## src/rtl/humidity_pkg.sv

```systemverilog
// Shared types and display constants for the soil-humidity monitor and its
// downstream 7-segment decoder.
package humidity_pkg;

    // Alarm FSM states
    typedef enum logic [1:0] {
        S_OK    = 2'd0,
        S_DRY   = 2'd1,
        S_ACKED = 2'd2
    } hum_state_t;

    // Segment patterns (gfedcba, 1 = segment lit) used by the SEG decoder
    localparam logic [6:0] SEG_BLANK = 7'b000_0000;
    localparam logic [6:0] SEG_DRY   = 7'b101_1110;  // 'd'
    localparam logic [6:0] SEG_WET   = 7'b101_1100;  // 'o'

    // Segment pattern for one hum_code bit
    function automatic logic [6:0] seg_for_bit(input logic low_humidity);
        seg_for_bit = low_humidity ? SEG_DRY : SEG_WET;
    endfunction

endpackage

```

## src/rtl/debounce_bit.sv

```systemverilog
// Single-sensor debouncer: the filtered bit flips only after DEBOUNCE_CYCLES
// consecutive samples that disagree with it.
module debounce_bit #(
    parameter int DEBOUNCE_CYCLES = 4
) (
    input  logic clk_2,
    input  logic reset,
    input  logic sample,
    output logic filt
);

    localparam int CW = $clog2(DEBOUNCE_CYCLES + 1);

    logic [CW-1:0] cnt_r;
    logic          filt_r;

    // Mismatch run counter and filtered flop
    always_ff @(posedge clk_2) begin
        if (reset) begin
            cnt_r  <= {CW{1'b0}};
            filt_r <= 1'b0;
        end else if (sample != filt_r) begin
            if (cnt_r == CW'(DEBOUNCE_CYCLES - 1)) begin
                filt_r <= ~filt_r;
                cnt_r  <= {CW{1'b0}};
            end else begin
                cnt_r  <= cnt_r + CW'(1);
            end
        end else begin
            cnt_r <= {CW{1'b0}};
        end
    end

    assign filt = filt_r;

endmodule

```

## src/rtl/humidity_monitor.sv

```systemverilog
// Debounces the raw dry/wet sensor bits, runs the alarm FSM with operator
// acknowledge and escalation, and counts alarm entries (saturating).
module humidity_monitor
    import humidity_pkg::*;
#(
    parameter int NSENS           = 2,
    parameter int DEBOUNCE_CYCLES = 4,
    parameter int CNT_W           = 8
) (
    input  logic             clk_2,
    input  logic             reset,
    input  logic [NSENS-1:0] sensor_raw,
    input  logic             ack,
    output logic [NSENS-1:0] hum_code,
    output logic             alarm,
    output logic [NSENS-1:0] ack_mask,
    output logic [CNT_W-1:0] event_count
);

    logic [NSENS-1:0] filt_s;
    logic             dry_s;
    hum_state_t       state_r;
    hum_state_t       state_next_s;
    logic [NSENS-1:0] ack_mask_r;
    logic [NSENS-1:0] mask_next_s;
    logic             inc_s;
    logic             alarm_r;
    logic [CNT_W-1:0] event_count_r;

    for (genvar i = 0; i < NSENS; i++) begin : g_deb
        debounce_bit #(
            .DEBOUNCE_CYCLES(DEBOUNCE_CYCLES)
        ) u_deb (
            .clk_2  (clk_2),
            .reset  (reset),
            .sample (sensor_raw[i]),
            .filt   (filt_s[i])
        );
    end

    assign dry_s = |filt_s;

    // Next-state, next-mask and event-increment decode
    always_comb begin
        state_next_s = state_r;
        mask_next_s  = ack_mask_r;
        inc_s        = 1'b0;
        case (state_r)
            S_OK: begin
                if (dry_s) begin
                    state_next_s = S_DRY;
                    inc_s        = 1'b1;
                end else begin
                    state_next_s = S_OK;
                end
            end
            S_DRY: begin
                if (!dry_s) begin
                    state_next_s = S_OK;
                    mask_next_s  = {NSENS{1'b0}};
                end else if (ack) begin
                    state_next_s = S_ACKED;
                    mask_next_s  = filt_s;
                end else begin
                    state_next_s = S_DRY;
                end
            end
            S_ACKED: begin
                if (!dry_s) begin
                    state_next_s = S_OK;
                    mask_next_s  = {NSENS{1'b0}};
                end else if ((filt_s & ~ack_mask_r) != {NSENS{1'b0}}) begin
                    // a sensor outside the acknowledged set went dry
                    state_next_s = S_DRY;
                    inc_s        = 1'b1;
                end else begin
                    mask_next_s  = ack_mask_r & filt_s;
                end
            end
            default: begin
                state_next_s = S_OK;
                mask_next_s  = {NSENS{1'b0}};
            end
        endcase
    end

    // State, mask, alarm flag and saturating event counter registers
    always_ff @(posedge clk_2) begin
        if (reset) begin
            state_r       <= S_OK;
            ack_mask_r    <= {NSENS{1'b0}};
            alarm_r       <= 1'b0;
            event_count_r <= {CNT_W{1'b0}};
        end else begin
            state_r    <= state_next_s;
            ack_mask_r <= mask_next_s;
            // alarm tracks the state register exactly, decoded from its next value
            alarm_r    <= (state_next_s == S_DRY);
            if (inc_s && (event_count_r != {CNT_W{1'b1}})) begin
                event_count_r <= event_count_r + CNT_W'(1);
            end else begin
                event_count_r <= event_count_r;
            end
        end
    end

    assign hum_code    = filt_s;
    assign alarm       = alarm_r;
    assign ack_mask    = ack_mask_r;
    assign event_count = event_count_r;

endmodule

```

## config.mk

```make
export PLATFORM = sky130hd
export DESIGN_NAME = humidity_monitor
export DESIGN_NICKNAME = d
export VERILOG_FILES = /design/src/rtl/humidity_pkg.sv /design/src/rtl/debounce_bit.sv /design/src/rtl/humidity_monitor.sv
export SDC_FILE = /design/constraint.sdc
export NUM_CORES = 1
export LEC_CHECK = 0
export ABC_AREA = 0
export CORE_MARGIN = 3
export CORE_UTILIZATION = 48
export CTS_CLUSTER_DIAMETER = 100
export DETAILED_ROUTE_END_ITERATION = 7
export DONT_BUFFER_PORTS = 1
export PLACE_DENSITY_LB_ADDON = 0.25
export SYNTH_ARGS = -nofsm -noshare
export SYNTH_HDL_FRONTEND = slang
export SYNTH_SLANG_ARGS = --single-unit
```

## constraint.sdc

```tcl
create_clock -name clk_2 -period 5.1 [get_ports clk_2]
set_clock_uncertainty 0.1 [all_clocks]
set_input_delay 1.02 -clock clk_2 [delete_from_list [all_inputs] [get_ports clk_2]]
set_output_delay 1.02 -clock clk_2 [all_outputs]
set_load 0.05 [all_outputs]
```

==> out/qor.csv, run 1 <==
metric,value,unit
die_w,54.11,um
timing.final.crit_share,0.4593,
io_buffers,0,
synth_cells,121,
cts.path.max_buffers,2,
drv_cap,0,
power,0.2585,mW
holdBufCountCts,0,
post_cts_resized,0,
routedWlPerCell,12.69,um
overflow,0,
gp_congestion,0.7980,
clk_latency,310,ps
fin_tns_setup,0,ps
fp.coreArea,2082,um^2
first_pass_iters,4,
grt_first_pass_wirelength,3.118,mm
pin_count,18,
ys.flop_type,dfxtp_1,
async_flop_share,0,
cts_tree,done,
dp_hpwl,1.415,mm
syn-num-nets,135,
period_needed,2342,ps
synth_cell_types,33,
clk_pin_slew,120,ps
slew_headroom,0.4158,
power_density,226.8,nW/um^2
rsz0062_at_grt,no,
final_cell_count_no_fill,146,
synth_area_per_cell,9.182,um^2
ys_ff_latch,21,
setup_viol,0,
synthToLayoutAreaGrowth,2.590,%
synth-edff-count,0,
die_h,54.11,um
drv_slew,0,
via_per_inst,5.562,
tightest_slew,875.1,ps
cp.arrival,1220,ps
startpoint_type,flop,
die-area,2928,um^2
grt.total_usage,0.1497,
status,completed,
syn_area,1111,um^2
cts.sinks,21,
post_cts_buffers,0,
cts_buffers,3,
h-tree-depth,1,
min_path_type,reg2reg,
row_count,16,
preCtsSetupSlack,2938,ps
hold_ws,329.4,ps
ant_nets,0,
drtIter0Drc,9,
fin_nets,134,
cts_root_buf,clkbuf_4,
yosysSeqAreaShare,0.3784,
ir_worst_vdd,154.2,uV
yosysWarningCount,0,
max_freq,426.9,MHz
wl,1.853,mm
first_global_vias,753,
place_inst,142,
drc,0,
diodes,0,
crit_required,3980,ps
drive_gt1_frac,0.1345,
critPathKind,reg2out,
setup_ws,2758,ps
p_leak,0.3852,nW
antenna_found_initial,0,
hold_viol,0,
vias,812,
start_util,0.5337,
path_max_fanout,9,
endpoint_kind,primary output,
grt_start_max_net_pins,19,
==> registers in the layout, indices dropped and copies added (netlist names) <==
signal / flops
g_deb.u_deb.filt: 2
state_r: 2
ack_mask: 2
g_deb.u_deb.cnt_r: 6
event_count: 8
alarm: 1
==> logic make-up (layout without fill, tap and decap cells) <==
logic type / Yosys count / in the layout / synth area share
AOI/OAI and AO/OA: 23 / 23 / 0.1746
xor gates and xnor gates: 6 / 6 / 0.04730
adders and majority gates: 9 / 9 / 0.1014
buffers and inverters: 15 / 13 / 0.05968
DFF: 21 / 21 / 0.3784
muxes: 4 / 4 / 0.04054
and+or+nand+nor: 43 / 43 / 0.1982
==> power breakdown <==
| group | leakage [nW] | switching [mW] | internal (mW) | total (mW) |
|---|---|---|---|---|
| logic | 0.198 | 0.00376 | 0.00386 | 0.00762 |
| clock network | 0.0177 | 0.0520 | 0.0293 | 0.0813 |
| registers | 0.170 | 0.00337 | 0.166 | 0.170 |
| total | 0.385 | 0.0591 | 0.199 | 0.258 |
==> stage by stage <==
stage,utilization,instance area (um^2)
6_report,0.5475,1140
2_1_floorplan,-,1111
3_5_place_dp,0.5343,1112
5_1_grt,0.5475,1140
3_3_place_gp,0.5343,1112
4_1_cts,0.5475,1140
==> final timing paths <==
path	from	to	slack [ps]	cells past startpoint
hold / removal	g_deb[1].u_deb.cnt_r[0]$_SDFF_PP0_	g_deb[1].u_deb.cnt_r[0]$_SDFF_PP0_	330	1
hold reg to reg	g_deb[1].u_deb.cnt_r[0]$_SDFF_PP0_	g_deb[1].u_deb.cnt_r[0]$_SDFF_PP0_	330	1
setup / recovery	g_deb[0].u_deb.filt$_SDFFE_PP0P_	hum_code[0]	2760	0
setup reg to reg	event_count[0]$_SDFFE_PP0P_	event_count[5]$_SDFFE_PP0P_	2920	6
==> layout make-up <==
| cell class | count | area (um^2) |
|---|---|---|
| clock buffers | 3 | 22.52 |
| flip-flops and latches | 21 | 420.4 |
| multi-input cells | 85 | 624.3 |
| inverters | 9 | 33.78 |
| well taps | 27 | 33.78 |
| fillers | 202 | 942.2 |
| clock inverters | 1 | 5.005 |
==> placed cells by master, fill, tap and decap left out <==
| master | n |
|---|---|
| a211oi_1 | 2 |
| a211oi_2 | 3 |
| a21oi_1 | 4 |
| a21oi_2 | 2 |
| a311oi_1 | 2 |
| a31o_1 | 1 |
| and3_1 | 2 |
| clkbuf_4 | 3 |
| clkinv_2 | 1 |
| dfxtp_1 | 21 |
| ha_1 | 9 |
| inv_1 | 8 |
| inv_2 | 1 |
| mux2_4 | 1 |
| mux2i_1 | 3 |
| nand2_1 | 2 |
| nand2b_1 | 1 |
| nand3_1 | 5 |
| nand4_1 | 3 |
| nor2_1 | 21 |
| nor2_2 | 1 |
| nor2b_1 | 3 |
| nor2b_4 | 2 |
| nor4_1 | 1 |
| o21a_1 | 1 |
| o21ai_0 | 2 |
| o21ai_1 | 1 |
| o21ai_4 | 2 |
| o22ai_1 | 2 |
| o2bb2a_1 | 1 |
| or3_1 | 2 |
| xnor2_1 | 6 |
==> Yosys cell counts, types with 2 or more instances <==
cell | number | area share
a211oi_1 | 2 | 0.014
a211oi_2 | 3 | 0.034
a21oi_1 | 4 | 0.018
a21oi_2 | 2 | 0.016
a311oi_1 | 2 | 0.016
and3_1 | 2 | 0.011
buf_2 | 2 | 0.0090
buf_4 | 2 | 0.014
clkbuf_1 | 2 | 0.0068
dfxtp_1 | 21 | 0.38
ha_1 | 9 | 0.10
inv_1 | 8 | 0.027
mux2i_1 | 3 | 0.027
nand2_1 | 2 | 0.0068
nand3_1 | 5 | 0.023
nand4_1 | 3 | 0.017
nor2_1 | 21 | 0.071
nor2b_1 | 3 | 0.017
nor2b_4 | 2 | 0.025
o21ai_0 | 2 | 0.0090
o21ai_4 | 2 | 0.029
o22ai_1 | 2 | 0.011
or3_1 | 2 | 0.011
xnor2_1 | 6 | 0.047
==> per-layer routing <==
metal  up-vias  routed length, um  share of wire  track usage
met1       382                881           0.48       0.1890
li1        410                  -              -            -
met5         -                  0              0            0
met2        15                823           0.44       0.2258
met4         0                 43          0.023      0.08299
met3         5                104          0.056      0.04432
Note: power is estimated with default switching activity, not from simulation.
==> run 2: changes to the inputs <==
==> constraint.sdc (replaced) <==
create_clock -name clk_2 -period 1.95 [get_ports clk_2]
set_clock_uncertainty 0.1 [all_clocks]
set_input_delay 0.39 -clock clk_2 [delete_from_list [all_inputs] [get_ports clk_2]]
set_output_delay 0.39 -clock clk_2 [all_outputs]
set_load 0.05 [all_outputs]
==> run 2 against run 1 <==
Sequential power increased to 2.6 times the previous value; hold slack got worse by 290 ps; non-clock buffer count increased by 16; setup slack got worse by 2600 ps; wire length increased by 16%; combinational power increased to 3.4 times the previous value; count of clock-buffer cells in the layout unchanged; final area increased by 11%; total power increased to 2.6 times the previous value; critical path depth increased by 7; via count increased by 8.9%; core utilization increased by 5.9 points; critical path type is now reg2reg; largest power group unchanged.
==> out/qor.csv, run 2 (synthesis gave the netlist of run 1 again) <==
metric,value,unit,change
place_area,1235,um^2,+11%
grt.total_usage,0.1656,,+0.01596
crit_required,2060,ps,-1920 ps
preCtsSetupSlack,123.1,ps,-2815 ps
pin_count,18,,unchanged
drive_gt1_frac,0.2519,,+0.1174
max_freq,546.4,MHz,
final_cell_count_no_fill,162,,+11%
clk_latency,300,ps,about the same
cts.path.max_buffers,2,,unchanged
period_needed,1830,ps,
tightest_slew,474.7,ps,-400.4 ps
via_per_inst,5.457,,-1.9%
final_cell_mix,"21 x nor2_1, 19 x dfxtp_1, 16 x buf_4",,
largest_reg_flops,8,,unchanged
antenna_found_initial,0,,unchanged
drtIter0Drc,9,,unchanged
min_path_type,in2reg,,
final_cell_area,1262,um^2,+11%
power_density,533.4,nW/um^2,+140%
setup_ws,119.8,ps,-2638 ps
ir_worst_vdd,420.2,uV,+170%
cts.sinks,21,,unchanged
place_inst,158,,+11%
cp.arrival,1940,ps,+720 ps
p_leak,0.4697,nW,+22%
endpoint_kind,flop,,
hold_ws,39.55,ps,-289.9 ps
slowest_stage,dfxtp_1,,
ant_nets,0,,unchanged
path_max_fanout,4,,-5
row_count,16,,unchanged
die_h,54.11,um,unchanged
clk_pin_slew,120,ps,about the same
drc,0,,unchanged
timing.critical_path.buf_inv,1,,
hold_viol,0,,unchanged
drv_slew,0,,unchanged
cp_top_family,compound AO/OA/AOI/OAI gates,,
vias,884,,+8.9%
start_util,0.5337,,unchanged
holdBufCountCts,0,,unchanged
die_w,54.11,um,unchanged
fin_nets,150,,+12%
grt_first_pass_wirelength,3.491,mm,+12%
slew_headroom,0.6831,,+0.2673
layout_commonest_cell,nor2_1,,
overflow,0,,unchanged
timing.final.crit_share,0.9386,,
startpoint_type,flop,,
dp_hpwl,1.662,mm,+18%
synthToLayoutAreaGrowth,13.63,%,
gp_congestion,0.8275,,+3.7%
drv_cap,0,,unchanged
die-area,2928,um^2,unchanged
first_pass_iters,4,,unchanged
crit_top_cell,nor2b_1,,
io_buffers,0,,unchanged
path_cells,inv_1 > ha_1 > nor2b_1 > nor2b_1 > a211oi_2 > nor2_1 > a311oi_1,,
cts_tree,done,,
fp.coreArea,2082,um^2,unchanged
h-tree-depth,1,,unchanged
post_cts_buffers,0,,unchanged
cts_buffers,3,,unchanged
grt_start_max_net_pins,19,,unchanged
wl,2.142,mm,+16%
rsz0062_at_grt,no,,
critPathKind,reg2reg,,
setup_viol,0,,unchanged
diodes,0,,unchanged
status,completed,,
slowest_delay,400,ps,
fin_tns_setup,0,ps,unchanged
routedWlPerCell,13.22,um,+4.2%
cts_root_buf,clkbuf_4,,
first_global_vias,895,,+19%
post_cts_resized,0,,unchanged
## run 2: report_power, final
part	internal (mW)	switching, mW	total [mW]
Sequential	0.435	0.00465	0.439
Clock	0.0765	0.131	0.208
Combinational	0.0117	0.0145	0.0262
Total	0.523	0.151	0.673
## run 2: path summary, 6_finish.rpt
| kind | cells past startpoint | start | slack (ps) | to |
|---|---|---|---|---|
| setup / recovery | 7 | state_r[1]$_SDFF_PP0_ | 120 | ack_mask[1]$_SDFFE_PP0P_ |
| setup reg to reg | 7 | state_r[1]$_SDFF_PP0_ | 120 | ack_mask[1]$_SDFFE_PP0P_ |
| hold reg to reg | 1 | g_deb[1].u_deb.cnt_r[0]$_SDFF_PP0_ | 330 | g_deb[1].u_deb.cnt_r[0]$_SDFF_PP0_ |
| hold / removal | 1 | reset | 40 | event_count[1]$_SDFFE_PP0P_ |
## run 2: area by class of cell
type | count | area [um^2]
clock buffers | 3 | 22.52
repair buffers | 16 | 120.1
multi-input cells | 85 | 624.3
flip-flops and latches | 21 | 422.9
clock inverters | 1 | 5.005
well taps | 27 | 33.78
fillers | 183 | 819.5
inverters | 9 | 33.78
## run 2: per-layer routing
| metal | up-vias | part of all wire | GRT usage |
|---|---|---|---|
| li1 | 445 | - | - |
| met1 | 412 | 0.44 | 0.1669 |
| met2 | 21 | 0.50 | 0.3004 |
| met3 | 6 | 0.042 | 0.04155 |
| met4 | 0 | 0.019 | 0.1037 |
| met5 | - | 0 | 0 |
## run 2: through the flow
step | util | power [mW]
after CTS | 0.6064 | 0.6864
final | 0.6064 | 0.6734
after floorplan | - | 0.4747
after global placement | 0.5931 | 0.4740
after detailed placement | 0.5931 | 0.4753
after global routing | 0.6064 | 0.7110
